===== src/rtl/blur_pkg.sv =====
// blur_pkg: state encoding, binomial coefficients and normalisation shift shared by the blur engine.
package blur_pkg;
  typedef enum logic [2:0] {IDLE, LOAD, HPASS, VPASS, OUT} state_t;
  localparam int unsigned COEF3 [3] = '{1, 2, 1};
  localparam int unsigned COEF5 [5] = '{1, 4, 6, 4, 1};
  function automatic int unsigned coef(input int k, input int t);
    return (k == 3) ? COEF3[t % 3] : COEF5[t % 5];
  endfunction
  function automatic int unsigned shift_of(input int k);
    return (k == 3) ? 2 : 4;
  endfunction
endpackage


===== src/rtl/blur_kernel.sv =====
// blur_kernel: one KERNEL-tap binomial dot product with round-half-up normalisation.
module blur_kernel import blur_pkg::*; #(
  parameter int PIX_BITS = 8,
  parameter int KERNEL   = 5
) (
  input  logic [KERNEL*PIX_BITS-1:0] taps_i,
  output logic [PIX_BITS-1:0]        pix_o
);
  localparam int SW = PIX_BITS + 4;
  localparam int S  = shift_of(KERNEL);
  logic [SW-1:0] acc;
  always_comb begin
    acc = SW'(1 << (S - 1));
    for (int t = 0; t < KERNEL; t++) acc = acc + SW'(coef(KERNEL, t)) * SW'(taps_i[t*PIX_BITS +: PIX_BITS]);
  end
  assign pix_o = PIX_BITS'(acc >> S);
endmodule


===== src/rtl/flex_counter.sv =====
// flex_counter: index counter counting 0..rollover_val_i with synchronous clear and a last-index flag.
module flex_counter #(
  parameter int NUM_CNT_BITS = 4
) (
  input  logic                    clk,
  input  logic                    n_rst,
  input  logic                    clear_i,
  input  logic                    count_enable_i,
  input  logic [NUM_CNT_BITS-1:0] rollover_val_i,
  output logic [NUM_CNT_BITS-1:0] count_o,
  output logic                    rollover_flag_o
);
  logic [NUM_CNT_BITS-1:0] count_q, count_d;
  assign rollover_flag_o = count_q == rollover_val_i;
  assign count_o = count_q;
  always_comb count_d = clear_i ? '0 : !count_enable_i ? count_q : rollover_flag_o ? '0 : count_q + 1'b1;
  always_ff @(posedge clk or negedge n_rst)
    if (!n_rst) count_q <= '0;
    else count_q <= count_d;
endmodule


===== src/rtl/sep_blur_engine.sv =====
// sep_blur_engine: separable binomial blur; horizontal pass into a KERNEL-row circular history, vertical pass to one output row.
// BLUR_EDGE_REPLICATE_EN: vertical pass runs from the first row, replicating the oldest valid row into missing slots.
module sep_blur_engine import blur_pkg::*; #(
  parameter int PIX_BITS = 8,
  parameter int TILE_W   = 16,
  parameter int KERNEL   = 5
) (
  input  logic                                   clk,
  input  logic                                   n_rst,
  input  logic                                   frame_start,
  input  logic                                   strip_valid,
  output logic                                   strip_ready,
  input  logic [PIX_BITS*(TILE_W+KERNEL-1)-1:0]  strip_in,
  output logic                                   out_valid,
  input  logic                                   out_ready,
  output logic [PIX_BITS*TILE_W-1:0]             out_row,
  output logic                                   rows_primed,
  output logic                                   busy
);
  localparam int NW  = TILE_W + KERNEL - 1;
  localparam int CW  = $clog2(TILE_W);
  localparam int PW  = $clog2(KERNEL);
  localparam int HW  = $clog2(KERNEL + 1);
  localparam int NIW = $clog2(NW);
`ifdef BLUR_EDGE_REPLICATE_EN
  localparam bit REPL = 1'b1;
`else
  localparam bit REPL = 1'b0;
`endif
  state_t                state_q, state_d;
  logic                  rdy_q, rdy_d, ov_q, ov_d;
  logic [PW-1:0]         wptr_q, wptr_d;
  logic [HW-1:0]         hcnt_q, hcnt_d, hcnt_inc;
  logic [PIX_BITS-1:0]   strip_q [NW];
  logic [PIX_BITS-1:0]   hist_q [KERNEL][TILE_W];
  logic [PIX_BITS-1:0]   out_row_q [TILE_W];
  logic [CW-1:0]         idx;
  logic                  last, cnt_clr, cnt_en, accept;
  logic [KERNEL*PIX_BITS-1:0] taps;
  logic [PIX_BITS-1:0]   kout;

  flex_counter #(.NUM_CNT_BITS(CW)) u_idx (
    .clk(clk), .n_rst(n_rst), .clear_i(cnt_clr), .count_enable_i(cnt_en),
    .rollover_val_i(CW'(TILE_W - 1)), .count_o(idx), .rollover_flag_o(last)
  );
  blur_kernel #(.PIX_BITS(PIX_BITS), .KERNEL(KERNEL)) u_kernel (.taps_i(taps), .pix_o(kout));

  assign accept   = strip_valid & rdy_q;
  assign hcnt_inc = (hcnt_q == HW'(KERNEL)) ? hcnt_q : hcnt_q + 1'b1;

  always_comb begin
    state_d = state_q;
    cnt_clr = 1'b0;
    cnt_en  = 1'b0;
    case (state_q)
      IDLE:  state_d = accept ? LOAD : IDLE;
      LOAD:  begin state_d = HPASS; cnt_clr = 1'b1; end
      HPASS: begin
        cnt_en  = 1'b1;
        cnt_clr = last;
        if (last) state_d = (REPL || hcnt_inc == HW'(KERNEL)) ? VPASS : IDLE;
      end
      VPASS: begin cnt_en = 1'b1; if (last) state_d = OUT; end
      OUT:   state_d = (ov_q && out_ready) ? IDLE : OUT;
      default: state_d = IDLE;
    endcase
  end

  always_comb begin
    wptr_d = wptr_q;
    hcnt_d = hcnt_q;
    if (rdy_q && frame_start) begin
      wptr_d = '0;
      hcnt_d = '0;
    end
    if (state_q == HPASS && last) begin
      wptr_d = (wptr_q == PW'(KERNEL - 1)) ? '0 : wptr_q + 1'b1;
      hcnt_d = hcnt_inc;
    end
  end

  assign rdy_d = state_d == IDLE;
  assign ov_d  = (state_q == OUT) && !(ov_q && out_ready);

  // Tap t reads history age KERNEL-1-t (0 = newest); replication clamps the age to the oldest valid row.
  function automatic logic [PW-1:0] slot_of(input int t, input int w, input int c);
    int age, s;
    age = KERNEL - 1 - t;
    if (REPL && age > c - 1) age = c - 1;
    s = w + KERNEL - 1 - age;
    return PW'((s >= KERNEL) ? s - KERNEL : s);
  endfunction

  always_comb begin
    taps = '0;
    for (int t = 0; t < KERNEL; t++)
      taps[t*PIX_BITS +: PIX_BITS] = (state_q == VPASS) ? hist_q[slot_of(t, int'(wptr_q), int'(hcnt_q))][idx]
                                                        : strip_q[NIW'(int'(idx) + t)];
  end

  always_ff @(posedge clk or negedge n_rst)
    if (!n_rst) begin
      state_q   <= IDLE;
      rdy_q     <= 1'b0;
      ov_q      <= 1'b0;
      wptr_q    <= '0;
      hcnt_q    <= '0;
      out_row_q <= '{default: '0};
    end else begin
      state_q <= state_d;
      rdy_q   <= rdy_d;
      ov_q    <= ov_d;
      wptr_q  <= wptr_d;
      hcnt_q  <= hcnt_d;
      if (state_q == VPASS) out_row_q[idx] <= kout;
    end

  always_ff @(posedge clk) begin
    if (state_q == LOAD)
      for (int j = 0; j < NW; j++) strip_q[j] <= strip_in[j*PIX_BITS +: PIX_BITS];
    if (state_q == HPASS) hist_q[wptr_q][idx] <= kout;
  end

  for (genvar g = 0; g < TILE_W; g++) begin : g_out
    assign out_row[g*PIX_BITS +: PIX_BITS] = out_row_q[g];
  end

  assign strip_ready = rdy_q;
  assign out_valid   = ov_q;
  assign rows_primed = hcnt_q >= HW'(KERNEL - 1);
  assign busy        = state_q != IDLE;
endmodule


===== config.mk =====
export PLATFORM = sky130hd
export DESIGN_NAME = sep_blur_engine
export DESIGN_NICKNAME = d
export VERILOG_FILES = /design/src/rtl/blur_pkg.sv /design/src/rtl/blur_kernel.sv /design/src/rtl/flex_counter.sv /design/src/rtl/sep_blur_engine.sv
export SDC_FILE = /design/constraint.sdc
export NUM_CORES = 2
export LEC_CHECK = 0
export BUFFER_PORTS_ARGS = -buffer_cell sky130_fd_sc_hd__buf_4
export CAP_MARGIN = 20
export CORE_MARGIN = 1.5
export CORE_UTILIZATION = 45
export CTS_CLUSTER_SIZE = 40
export DETAILED_ROUTE_END_ITERATION = 7
export HOLD_SLACK_MARGIN = 0.12
export PLACE_DENSITY = 0.68
export SYNTH_ARGS = -nofsm -noshare
export SYNTH_HDL_FRONTEND = slang
export SYNTH_SLANG_ARGS = --single-unit
export TNS_END_PERCENT = 30

===== constraint.sdc =====
create_clock -name clk -period 25.7 [get_ports clk]
set_input_delay 2.57 -clock clk [delete_from_list [all_inputs] [get_ports clk]]
set_output_delay 2.57 -clock clk [all_outputs]
set_load 0.005 [all_outputs]

==> impl_metrics.yaml <==
timing:
  rsz0062_at_grt: "no"
  fmax_ghz: 0.0878
  drv_slew: 0
  setup_viol: 0
  tightest_slew_ns: 1.37
  final-hold-violation-count: 0
  skew_ns: 0.0489
  relSlewSlack_pct: 8.02
  fin_crit_sh_pct: 44.3
  setup_tns_ns: 0
  fin_crit_ns: 11.40
placement:
  io_buffers: 296
  placed_cells: 6628
  hpwlAfterDp_um: 176000
  place_congestion: 1.07
hold_path:
  hp-start: "out_valid"
  hold_path_class: "reg -> reg"
  min_path_cells: 1
synthesis:
  yosysWarnings: 0
  ys_ff_latch: 943
  syn-num-nets: 5041
  synth_area_leaders: "edfxtp_1, mux4_2, dfrtp_1"
  synth_top_area_share_pct: 39.4
  yosys.area.top_type: "edfxtp_1"
  ys_seq_area_share_pct: 45.3
  synth_edf_count: 800
  synth_ff_type: "edfxtp_1"
  synthArstFlopShare_pct: 15.2
  ys_types: 81
  syn_area_per_cell_um2: 12.7
  syn_area_um2: 61000
  syn_inst: 4803
critical_path:
  setup.worst_path.end_class: "flip-flop"
  crit-reg2reg-capture: "hist_q[1][111]"
  r2r_cells: 28
  cp.arrival_ns: 11.79
  cp-startpoint: "wptr_q[1]"
  criticalPathCategory: "reg -> reg"
  cpPeakStageDelay_ns: 1.01
  slowest_stage: "nor2_2"
  cpMostUsedCell: "ha_1"
  endpoint: "hist_q[1][111]"
  cp.required_ns: 26.09
  rr_startpoint: "wptr_q[1]"
  critPathLaunchType: "flip-flop"
  rrSetupSlack_ns: 14.30
  path_max_fanout: 80
clock_network:
  clk_latency_ns: 0.78
  ctsHoldBuffers: 0
  cts_tree: "built"
  postCtsSetupRepairBufs: 0
  root_buffer: "clkbuf_16"
  cts_buffer_depth: 3
  cts_buffers: 102
  clock_sinks: 943
  cts_resized: 0
  clkSlewWorstSetupHoldPaths_ns: 0.07
  cts_htree_levels: 3
drt:
  wire_per_inst_um: 38.4
  antenna_left: 0
  firstDrtPassIters: 8
  drt-initial-drc-count: 9423
  vias: 50693
  vias_per_cell: 7.42
  drt_wl_total_um: 263000
  drc_errors: 7
floorplanning:
  die_h_um: 371
  core-area_um2: 134000
  die_x_um: 371
  num_io_pins: 297
  rows: 134
  start_util_pct: 45.5
  die-area_um2: 138000
global_routing:
  grt_antenna_before_repair: 9
  first_global_vias: 47342
  grt_pass1_wl_um: 366000
  grt_usage_pct: 37.7
  grt_overflow_total: 0
  grt_max_degree: 120
outcome:
  violations: "design-rule violations"
  status: "finished, violations left"
finish:
  nFillCells: 11187
  mostFrequentLayoutCell: "nand2_1"
  syn_to_final_growth_pct: 13.0
  layout-drive-gt1-share_pct: 28.1
  layoutNonFillerInstCount: 6835
  fin_nets: 5213
  final_cell_mix: "nand2_1, edfxtp_1, mux4_2"
job:
  max_cap_viol_count: 0
-- per-stage QoR --
stage	hold WS (ns)	area, um^2	utilization [%]	setup WS [ns]
6_report	0.467	68900	51.4	14.30
5_1_grt	0.487	68800	51.4	14.18
4_1_cts	0.467	68700	51.3	14.86
3_5_place_dp	0.458	65200	48.7	14.94
3_3_place_gp	0.447	65100	48.6	14.95
2_1_floorplan	0.452	61000	-	16.52
-- worst max-delay path: cells and delay by family (launching register included) --
family                     cells  cell delay (ns)
buffers and inverters          7             3.15
AOI/OAI and AO/OA             10             2.74
adders and majority gates      6             2.23
and+or+nand+nor                2             1.22
DFF                            1             0.66
muxes                          1             0.46
xor gates and xnor gates       2             0.42
-- synth_stat cells, types with 60 or more instances --
| cell type | instances |
|---|---|
| dfrtp_1 | 143 |
| o21ai_0 | 190 |
| buf_2 | 180 |
| nor2_1 | 182 |
| mux2i_1 | 281 |
| a21oi_1 | 130 |
| mux4_2 | 661 |
| nand2_1 | 923 |
| inv_1 | 60 |
| a31oi_1 | 66 |
| a22oi_1 | 81 |
| clkbuf_1 | 163 |
| edfxtp_1 | 800 |
| nand3_1 | 234 |
-- logic make-up after synthesis --
kind of cell               Yosys count  synth area share [%]
AOI/OAI and AO/OA                  784                  8.69
xor gates and xnor gates            29                 0.448
adders and majority gates           73                  1.81
buffers and inverters              477                  3.60
DFF                                943                  45.3
muxes                              960                  29.4
and+or+nand+nor                   1537                  10.7
-- layer usage --
layer	vias to the layer above	part of all wire (%)	track usage (%)
met3	1140	16	16.0
met4	4	8.8	26.3
li1	19478	-	-
met2	4967	41	52.3
met1	25104	33	47.6
met5	-	0.0080	0.350
-- worst min path at each step --
stage | end | slack (ns)
finish | out_valid | 0.47
global route | out_valid | 0.49
CTS | out_valid | 0.47
detailed placement | out_valid | 0.46
global placement | out_valid | 0.45
floorplan | out_valid | 0.45
-- area by class of cell --
type                            count  area (um^2)  share of cell area (%)
Inverter                           62          239                   0.347
Clock inverter                     66          749                    1.09
Sequential cell                   943        27600                    40.1
Timing Repair Buffer              483         3840                    5.58
Tap cell                         1768         2210                    3.21
Clock buffer                      122         2680                    3.90
Antenna cell                        8         20.0                  0.0291
Multi-Input combinational cell   3383        31500                    45.7
-- registers in the layout, indices dropped and copies added (netlist names) --
register and count:
strip_q 160, out_row 128, wptr_q 3, hist_q 640
state_q 3, out_valid 1, u_idx.count_o 4, strip_ready 1
hcnt_q 3
Power is not shown: default switching activity piles up to over one toggle a cycle in this logic, so the estimate is an artifact.
